### src/rtl/rns_unroll_seq_if.sv
// EX-stage <-> UNRL sequencer signal bundle (master = EX stage, slave = sequencer).
// err_o and its modport entries exist only when RNS_UNRL_RANGE_CHK_EN is defined.
interface rns_unroll_seq_if #(
    parameter int unsigned OUT_WID = 16
);
    logic               start_i;
    logic [7:0]         res1_i;
    logic [7:0]         res2_i;
    logic [3:0]         dest_addr_i;
    logic               flush_i;
    logic               busy_o;
    logic               stall_o;
    logic               done_o;
    logic [OUT_WID-1:0] result_o;
    logic [3:0]         dest_addr_o;
`ifdef RNS_UNRL_RANGE_CHK_EN
    logic               err_o;

    modport master (
        output start_i, res1_i, res2_i, dest_addr_i, flush_i,
        input  busy_o, stall_o, done_o, result_o, dest_addr_o, err_o
    );
    modport slave (
        input  start_i, res1_i, res2_i, dest_addr_i, flush_i,
        output busy_o, stall_o, done_o, result_o, dest_addr_o, err_o
    );
`else
    modport master (
        output start_i, res1_i, res2_i, dest_addr_i, flush_i,
        input  busy_o, stall_o, done_o, result_o, dest_addr_o
    );
    modport slave (
        input  start_i, res1_i, res2_i, dest_addr_i, flush_i,
        output busy_o, stall_o, done_o, result_o, dest_addr_o
    );
`endif
endinterface

### src/rtl/rns_unroll_seq.sv
// Two-domain RNS -> binary mixed-radix converter for UNRL ops, fixed 18-cycle start-to-done.
// Define RNS_UNRL_RANGE_CHK_EN to flag out-of-range residues early via err_o.
module rns_unroll_seq #(
    parameter logic [8:0]  M1        = 9'd256,
    parameter logic [8:0]  M2        = 9'd129,
    parameter logic [7:0]  M1_INV_M2 = 8'd64,
    parameter int unsigned OUT_WID   = 16
) (
    input logic             clk,
    input logic             reset,
    rns_unroll_seq_if.slave bus
);
    typedef enum logic [2:0] {StIdle, StSub, StMul, StScale, StDone} state_e;

    // With 2*M2 > 255 any 8-bit r1 reduces mod M2 with a single subtract.
    localparam bit SingleSub = ({1'b0, M2} << 1) > 10'd255;

    state_e             state_q, state_d;
    logic [7:0]         r1_q, r1_d, r2_q, r2_d;
    logic [3:0]         dest_q, dest_d, dest_out_q, dest_out_d;
    logic [8:0]         diff_q, diff_d, acc_q, acc_d;
    logic [2:0]         cnt_q, cnt_d;
    logic [OUT_WID-1:0] scale_q, scale_d, result_q, result_d;
`ifdef RNS_UNRL_RANGE_CHK_EN
    logic               err_q, err_d;
`endif

    logic [8:0]         r1_mod;
    logic [9:0]         sub_raw, mul_sum, mul_red1;
    logic [7:0]         digit;
    logic [OUT_WID-1:0] scale_sum;
    logic               busy;

    always_comb begin
        if (SingleSub) begin
            r1_mod = ({1'b0, r1_q} >= M2) ? {1'b0, r1_q} - M2 : {1'b0, r1_q};
        end else begin
            r1_mod = {1'b0, r1_q} % M2;
        end
        sub_raw   = {2'b00, r2_q} - {1'b0, r1_mod};
        // MSB-first interleaved multiply: acc < M2 and diff < M2 keep the sum below 3*M2.
        mul_sum   = {acc_q, 1'b0} + (M1_INV_M2[~cnt_q] ? {1'b0, diff_q} : 10'd0);
        mul_red1  = (mul_sum >= {1'b0, M2}) ? mul_sum - {1'b0, M2} : mul_sum;
        digit     = acc_q[7:0];
        scale_sum = (scale_q << 1) + (digit[~cnt_q] ? OUT_WID'(M1) : '0);
    end

    always_comb begin
        state_d    = state_q;
        r1_d       = r1_q;
        r2_d       = r2_q;
        dest_d     = dest_q;
        dest_out_d = dest_out_q;
        diff_d     = diff_q;
        acc_d      = acc_q;
        cnt_d      = cnt_q;
        scale_d    = scale_q;
        result_d   = result_q;
`ifdef RNS_UNRL_RANGE_CHK_EN
        err_d      = err_q;
`endif
        case (state_q)
            StIdle: begin
                if (bus.start_i && !bus.flush_i) begin
                    r1_d    = bus.res1_i;
                    r2_d    = bus.res2_i;
                    dest_d  = bus.dest_addr_i;
                    acc_d   = '0;
                    cnt_d   = '0;
                    scale_d = '0;
`ifdef RNS_UNRL_RANGE_CHK_EN
                    err_d   = 1'b0;
`endif
                    state_d = StSub;
                end
            end
            StSub: begin
                diff_d  = sub_raw[9] ? 9'(sub_raw + {1'b0, M2}) : sub_raw[8:0];
                state_d = StMul;
`ifdef RNS_UNRL_RANGE_CHK_EN
                if (({1'b0, r1_q} >= M1) || ({1'b0, r2_q} >= M2)) begin
                    err_d      = 1'b1;
                    result_d   = '0;
                    dest_out_d = dest_q;
                    state_d    = StDone;
                end
`endif
            end
            StMul: begin
                acc_d = 9'((mul_red1 >= {1'b0, M2}) ? mul_red1 - {1'b0, M2} : mul_red1);
                cnt_d = cnt_q + 3'd1;
                if (cnt_q == 3'd7) state_d = StScale;
            end
            StScale: begin
                scale_d = scale_sum;
                cnt_d   = cnt_q + 3'd1;
                if (cnt_q == 3'd7) begin
                    result_d   = scale_sum + OUT_WID'(r1_q);
                    dest_out_d = dest_q;
                    state_d    = StDone;
                end
            end
            StDone:  state_d = StIdle;
            default: state_d = StIdle;
        endcase

        // A flush during the conversion must leave the visible outputs untouched.
        if (bus.flush_i && (state_q inside {StSub, StMul, StScale})) begin
            state_d    = StIdle;
            result_d   = result_q;
            dest_out_d = dest_out_q;
`ifdef RNS_UNRL_RANGE_CHK_EN
            err_d      = err_q;
`endif
        end
    end

    always_ff @(posedge clk) begin
        if (reset) begin
            state_q    <= StIdle;
            r1_q       <= '0;
            r2_q       <= '0;
            dest_q     <= '0;
            dest_out_q <= '0;
            diff_q     <= '0;
            acc_q      <= '0;
            cnt_q      <= '0;
            scale_q    <= '0;
            result_q   <= '0;
`ifdef RNS_UNRL_RANGE_CHK_EN
            err_q      <= 1'b0;
`endif
        end else begin
            state_q    <= state_d;
            r1_q       <= r1_d;
            r2_q       <= r2_d;
            dest_q     <= dest_d;
            dest_out_q <= dest_out_d;
            diff_q     <= diff_d;
            acc_q      <= acc_d;
            cnt_q      <= cnt_d;
            scale_q    <= scale_d;
            result_q   <= result_d;
`ifdef RNS_UNRL_RANGE_CHK_EN
            err_q      <= err_d;
`endif
        end
    end

    assign busy            = state_q inside {StSub, StMul, StScale};
    assign bus.busy_o      = busy;
    assign bus.stall_o     = busy | (bus.start_i & (state_q == StIdle));
    assign bus.done_o      = (state_q == StDone);
    assign bus.result_o    = result_q;
    assign bus.dest_addr_o = dest_out_q;
`ifdef RNS_UNRL_RANGE_CHK_EN
    assign bus.err_o       = err_q;
`endif
endmodule
### src/flat_wrapper.sv
// flat-port wrapper written by rule: the top's interface ports become plain ports
module rns_unroll_seq_flat 
#(
    parameter logic [8:0]  M1        = 9'd256,
    parameter logic [8:0]  M2        = 9'd129,
    parameter logic [7:0]  M1_INV_M2 = 8'd64,
    parameter int unsigned OUT_WID   = 16
)
  (clk, reset, bus_start_i, bus_res1_i, bus_res2_i, bus_dest_addr_i, bus_flush_i, bus_busy_o, bus_stall_o, bus_done_o, bus_result_o, bus_dest_addr_o);
  rns_unroll_seq_if #(.OUT_WID(OUT_WID)) bus_i ();
  input logic clk;
  input logic reset;
  input wire logic [$bits(bus_i.start_i)-1:0] bus_start_i;
  input wire logic [$bits(bus_i.res1_i)-1:0] bus_res1_i;
  input wire logic [$bits(bus_i.res2_i)-1:0] bus_res2_i;
  input wire logic [$bits(bus_i.dest_addr_i)-1:0] bus_dest_addr_i;
  input wire logic [$bits(bus_i.flush_i)-1:0] bus_flush_i;
  output wire logic [$bits(bus_i.busy_o)-1:0] bus_busy_o;
  output wire logic [$bits(bus_i.stall_o)-1:0] bus_stall_o;
  output wire logic [$bits(bus_i.done_o)-1:0] bus_done_o;
  output wire logic [$bits(bus_i.result_o)-1:0] bus_result_o;
  output wire logic [$bits(bus_i.dest_addr_o)-1:0] bus_dest_addr_o;
  assign bus_i.start_i = bus_start_i;
  assign bus_i.res1_i = bus_res1_i;
  assign bus_i.res2_i = bus_res2_i;
  assign bus_i.dest_addr_i = bus_dest_addr_i;
  assign bus_i.flush_i = bus_flush_i;
  assign bus_busy_o = bus_i.busy_o;
  assign bus_stall_o = bus_i.stall_o;
  assign bus_done_o = bus_i.done_o;
  assign bus_result_o = bus_i.result_o;
  assign bus_dest_addr_o = bus_i.dest_addr_o;
  rns_unroll_seq #(.M1(M1), .M2(M2), .M1_INV_M2(M1_INV_M2), .OUT_WID(OUT_WID)) u_core (.clk(clk), .reset(reset), .bus(bus_i));
endmodule
### config.mk
export PLATFORM = sky130hd
export DESIGN_NAME = rns_unroll_seq_flat
export DESIGN_NICKNAME = d
export VERILOG_FILES = /design/src/rtl/rns_unroll_seq_if.sv /design/src/rtl/rns_unroll_seq.sv /design/src/flat_wrapper.sv
export SDC_FILE = /design/constraint.sdc
export NUM_CORES = 1
export LEC_CHECK = 0
export CAP_MARGIN = 20
export CORE_MARGIN = 2
export CORE_UTILIZATION = 44
export CTS_CLUSTER_SIZE = 25
export DETAILED_ROUTE_END_ITERATION = 12
export SLEW_MARGIN = 25
export SYNTH_ARGS = -nofsm -noshare
export SYNTH_HDL_FRONTEND = slang
export SYNTH_SLANG_ARGS = --single-unit
export TNS_END_PERCENT = 30
### constraint.sdc
create_clock -name clk -period 5.4 [get_ports clk]
set_input_delay 0.54 -clock clk [delete_from_list [all_inputs] [get_ports clk]]
set_output_delay 0.54 -clock clk [all_outputs]
set_load 0.02 [all_outputs]
# Word-level counts from Yosys, hierarchy flattened
# Memories as Yosys holds them, arrays and structs flattened.
# Cells that the tools add are included.
[totals] latchBits=0 mem_bits_ro=8 ff_bits=79 inputBits=24 mem_count=1 mem_bits_rw=0 out_inout_bits=23
[op_classes] addsub=9 magnitude_cmp=4 mul=0 bitwise_logic=4 mux=19 eq_ne=8 n_shift=0 reduce_logical=16 div=0
[memory_table] name="(name not given)" words=8 width=1 read_ports=1 rd_ports_with_merged_regs=0 wr=0 line_no="rns_unroll_seq.sv:42" text="mul_sum = {acc_q, 1'b0} + (M1_INV_M2[~cnt_q] ? {1'b0, diff_q} : 10'd0);"
[ops] cell="2-to-1 mux 9 bit" n=6
[ops] cell="case mux 15 bit (2 select lines)" n=1
[ops] cell=">= comparator 10 x 8 -> 1 bit, second input constant" n=2
[ops] cell="case mux 9 bit (2 select lines)" n=1
[ops] cell="adder 16 x 8 -> 16 bit" n=1
[ops] cell="adder 16 x 9 -> 16 bit" n=1
[ops] cell="2-to-1 mux 15 bit" n=1
[ops] cell="2-to-1 mux 3 bit" n=4
[ops] cell="case mux 3 bit (4 select lines)" n=1
[ops] cell="adder 10 bit" n=1
[ops] cell="2-to-1 mux 10 bit" n=1
[ops] cell="subtractor 10 x 8 -> 10 bit, second input constant" n=1
[ops] cell="subtractor 8 x 9 -> 10 bit" n=1
[ops] cell="adder 9 x 8 -> 9 bit, second input constant" n=1
[ops] cell="subtractor 8 x 8 -> 9 bit, second input constant" n=1
[ops] cell="subtractor 9 x 8 -> 9 bit, second input constant" n=1
[ops] cell=">= comparator 8 bit, second input constant" n=1
[ops] cell="AND reduction 2 bit" n=4
[ops] cell="== test 3 x 2 -> 1 bit, second input constant" n=2
[ops] cell="== test 3 bit, second input constant" n=2
[ops] cell="!= test 2 x 1 -> 1 bit, second input constant" n=3
[ops] cell="case mux 3 bit (2 select lines)" n=1
[ops] cell="AND reduction 3 bit" n=2
[ops] cell="nonzero test 2 bit" n=3
[ops] cell="14 further kinds" n=17

# Longest topological paths before layout
[depth] ltp_word=10 depth_mapped=20

# Least setup slack after synthesis
# No wires, ideal clock.
[synth_timing] path_kind="reg2reg" startpoint="register u_core.cnt_q[0]" endpoint="register u_core.acc_q[4]" period_less_slack_ns=4.571 t_arrival_ns=4.454 required_ns=5.283 stages_incl_launch_ff=20 slack_ns=0.829 path_cell_list="dfxtp_1 ha_1 nor2b_1 and2_1 ha_1 fa_1 clkbuf_1 nand2b_1 nor2_1 o221ai_2 o31ai_2 nand2_2 o21ai_0 ha_1 nand4_1 a22o_2 o221ai_4 nand4_4 a31o_1 a32o_1"
[synth_between] elab_chain_len=10
[synth_rtl] element="start: declaration" line_no="rns_unroll_seq.sv:22" text="logic [2:0] cnt_q, cnt_d;"
[synth_rtl] element="start signal: assignment" line_no="rns_unroll_seq.sv:141" text="cnt_q <= cnt_d;"
[synth_rtl] element="NOT 3 bit (*)" line_no="rns_unroll_seq.sv:42"
[synth_rtl] element="memory (8 x 1 bit) (*)"
[synth_rtl] element="2-to-1 mux 1 bit (not written as such) (*)" line_no="rns_unroll_seq.sv:42"
[synth_rtl] element="2-to-1 mux 9 bit (*)" line_no="rns_unroll_seq.sv:42"
[synth_rtl] element="adder 10 bit (*)" line_no="rns_unroll_seq.sv:42"
[synth_rtl] element="subtractor 10 x 8 -> 10 bit / >= comparator 10 x 8 -> 1 bit (equally long branches)" line_no="rns_unroll_seq.sv:43" text="mul_red1 = (mul_sum >= {1'b0, M2}) ? mul_sum - {1'b0, M2} : mul_sum;"
[synth_rtl] element="2-to-1 mux 10 bit (*)" line_no="rns_unroll_seq.sv:43"
[synth_rtl] element="subtractor 9 x 8 -> 9 bit / >= comparator 10 x 8 -> 1 bit (equally long branches)" line_no="rns_unroll_seq.sv:90" text="acc_d = 9'((mul_red1 >= {1'b0, M2}) ? mul_red1 - {1'b0, M2} : mul_red1);"
[synth_rtl] element="2-to-1 mux 9 bit (*)" line_no="rns_unroll_seq.sv:90"
[synth_rtl] element="case mux 9 bit (2 select lines) (*)" line_no="rns_unroll_seq.sv:62" text="case (state_q)"
[synth_rtl] element="end signal: assignment" line_no="rns_unroll_seq.sv:126" text="acc_q <= '0;"
[synth_rtl] element="end signal: assignment" line_no="rns_unroll_seq.sv:140" text="acc_q <= acc_d;"
[synth_rtl] element="end: declaration" line_no="rns_unroll_seq.sv:21" text="logic [8:0] diff_q, diff_d, acc_q, acc_d;"
# Mark *: on every way between the ends. The rest lies on a longest branch, timed or not. The select of a mux whose other input is x is not followed.
# A chain may end at the register's enable or synchronous reset.

# Worst setup path after layout
[layout_timing] startpoint="register u_core.cnt_q[1]" endpoint="register u_core.acc_q[4]"
# Same word-level chain as after synthesis.

==> impl_results.md <==
- Status: finished, final reports clean
- Avg Cell Area, Syn: 7.971 sq um
- Seq/Total Area, Yosys: 30.59%
- Met1 Wirelength: 5183 microns
- Setup ws final: 466.8 ps
- Top-area cell type share of the netlist area: 30.59%
- Flop2flop setup slack: 470 ps
- Ys Warns: 0
- Total die area: 11400 sq um
- Top post-synthesis cells by count: nand2_1, dfxtp_1, a21oi_1
- CP Data Required Time: 5660 ps
- Count of final hold-check violations: 0
- Vias post-DR: 4222
- Pre-CTS setup slack: 264.7 ps
- # placed instances: 741
- I/O Buffers: 46
- Primary FF master, synth: dfxtp_1
- Combinational power share: 17.7%
- Internal: 0.8017 mW
- Worst hold slack: 454.6 ps
- H-Tree Depth: 3
- Die W: 106.8 microns
- CP endpoint kind: register
- Largest stage delay on the critical path: 410 ps
- Detailed Route WL: 11350 microns
- Fraction of layout cells with a size suffix above 1: 9.018%
- GRT Resource Usage Total: 20.41%
- Met2 wire len: 5655 microns
- Hold buffers post-CTS: 0
- Post-CTS Setup Repair Bufs: 0
- Syn nets: 635
- Post-synth top area cell: dfxtp_1
- Number of global-route vias before repair: 3976
- Crit path DAT: 5190 ps
- Fill count: 1070
- Met3 Wirelength: 327 microns
- Residual DRC: 0
- Switching part of the total: 29.39%
- Pin count of the biggest net entering global routing: 67
- N_diodes: 0
- Rel. slew slack: 34.05%
- Mapped cell area: 4647 sq um
- RePlAce Congestion: 0.8892
- Cts repair resizes: 0
- Flops & latches, synth: 71
- Fin. max-slew vios: 0
- RSZ-0062 raised after global routing: no
- Routed vias/inst: 5.577
- FFs w/ async S/R, synth: 0%
- Reg clk slew, reported paths: 80 ps
- Cell variety after synth: 80
- Tcrit/Tclk final: 91.36%
- Core area: 10280 sq um
- Synth Instances: 583
- Register area: 1421 sq um
- HPWL Detailed: 8541 microns
- Initial antenna violation count: 0
- Initial DRC Count: 131
- Setup violations, final: 0
- Critical register-to-register path startpoint: u_core.cnt_q[1]$_SDFFE_PP0P_
- Multi-input gate area: 3048 sq um
- Max-cap viol count: 0
- WL/cell: 14.99 microns
- Clock root buffer: clkbuf_8
- Worst-margin pin slew: 981.6 ps
- P_sw: 0.3336 mW
- Final #Nets: 668
- Clk network pwr share: 34.3%
- Die height: 106.8 microns
- Max Clk Rate: 202.7 MHz
- Cell row count: 37
- Worst skew pair latency: 360 ps
- Worst setup SP type: register
- First-pass GRT wire length: 18740 microns
- Hold Crit Start: u_core.bus.result_o[15]$_SDFFE_PP0P_
- Fin util: 52.37%
- Top Layer Used: met4
- Initial Util: 45.22%
- GRT overflow: 0
- CP max FO: 9
- Seq pwr share: 48.0%
- Synth top area cells: dfxtp_1, nand2_1, ha_1
- Critical-path cell list: inv_1 -> ha_1 -> nor2b_2 -> and2_1 -> ha_1 -> a211o_1 -> a211o_1 -> a221oi_4 -> a21boi_2 -> nand2_2 -> xnor2_1 -> ha_2 -> nand4_1 -> a22o_2 -> o221ai_4 -> nand4_4 -> a31o_1 -> a32o_1
- Final ANT Viol Nets: 0
- Clk sink count: 71
- Number of synthesized flops with an enable pin: 0
- DR pass1 iterations: 5
- Area grow syn2layout: 15.83%
- Clock buffer count from CTS: 9
- Power per cell area: 210.9 nW/um^2
- VDD IR max: 0.1508 mV
- Most frequent cell after synthesis: nand2_1
- CTS tree: done
- Worst-case clock skew: 12.98 ps
- Finished Layout Cells: 757
- Worst hold path type: register to register
- I/O pins: 47
- Leakage power: 1.906 nW
- Setup TNS: 0 ps
- CP Launch Point: u_core.cnt_q[1]$_SDFFE_PP0P_
- Slowest stage cell, crit path: dfxtp_1
- Period minus WS final: 4933 ps
- Critical path class: register to register
- Bufs on Longest Clock Path: 2
-- final timing paths --
kind                                                             end  cells after the start
worst max-delay path                    u_core.acc_q[4]$_SDFFE_PP0P_                     18
worst min-delay path            u_core.bus.result_o[15]$_SDFFE_PP0P_                      2
worst max register to register          u_core.acc_q[4]$_SDFFE_PP0P_                     18
worst min register to register  u_core.bus.result_o[15]$_SDFFE_PP0P_                      2
-- cell type report --
| class | count | area share [%] |
|---|---|---|
| Timing Repair Buffer | 50 | 9.019 |
| Sequential cell | 71 | 26.41 |
| Clock buffer | 11 | 2.627 |
| Multi-Input combinational cell | 462 | 56.62 |
| Clock inverter | 5 | 0.6276 |
| Inverter | 22 | 1.534 |
| Tap cell | 136 | 3.161 |
-- cells by family (layout without fill, tap and decap cells) --
kind of cell | count (synthesis) | after routing | synth area share [%]
AOI/OAI and AO/OA | 156 | 156 | 24.77
DFF | 71 | 71 | 30.59
xor gates and xnor gates | 24 | 24 | 4.523
buffers and inverters | 50 | 88 | 4.281
and+or+nand+nor | 247 | 247 | 25.93
adders and majority gates | 28 | 28 | 7.862
muxes | 7 | 7 | 2.046
-- metrics by stage --
step | area, sq um | total power, mW
after floorplan | 4647 | 0.7055
after CTS | 5371 | 1.148
after detailed placement | 5196 | 0.7592
after global routing | 5383 | 1.196
final | 5383 | 1.135
after global placement | 5196 | 0.7561
-- metal layers --
metal	vias to the layer above	GRT usage, %
li1	2152	-
met1	1983	24.92
met2	73	35.30
met3	14	4.012
met4	0	7.978
met5	-	0
-- critical path, delay by kind of cell (launching register included) --
family	cells	cell delay, ps
fa+ha+maj	3	850
compound gates	8	2300
simple gates	5	890
xor+xnor	1	310
buf+inv	1	70
flops	1	410
-- power groups by stage --
stage	logic, mW	registers [mW]	clock network [mW]
2_1_floorplan	0.152	0.554	0
3_3_place_gp	0.199	0.557	0
3_5_place_dp	0.201	0.558	0
4_1_cts	0.202	0.545	0.400
5_1_grt	0.225	0.547	0.423
6_report	0.200	0.545	0.390
-- placed cells by master (no fill, tap or decap), drive strengths merged, types with 4 or more instances in the layout --
cell,synthesis,layout
a21boi,6,6
a31oi,4,4
nor2,38,38
o211ai,6,6
nor3b,12,12
o31ai,5,5
nor3,13,13
a31o,4,4
nor4,4,4
inv,22,22
buf,5,5
clkbuf,23,11
xor2,4,4
nand2,110,110
o21ai,19,19
dfxtp,71,71
a211oi,12,12
and3,4,4
nand4,8,8
xnor2,20,20
nand3,16,16
and2,12,12
o21a,4,4
ha,26,26
or3,6,6
a41oi,4,4
clkdlybuf4s50,0,45
mux2i,5,5
nor2b,8,8
nand2b,5,5
a21oi,62,62
-- registers in the layout, summed over array words and instances (netlist names) --
register                count
u_core.cnt_q                3
u_core.bus.result_o        16
u_core.r2_q                 8
u_core.state_q              3
u_core.diff_q               9
u_core.dest_q               4
u_core.r1_q                 8
u_core.bus.dest_addr_o      4
u_core.acc_q                9
u_core.scale_q              7
(Power assumes the default switching activity.)
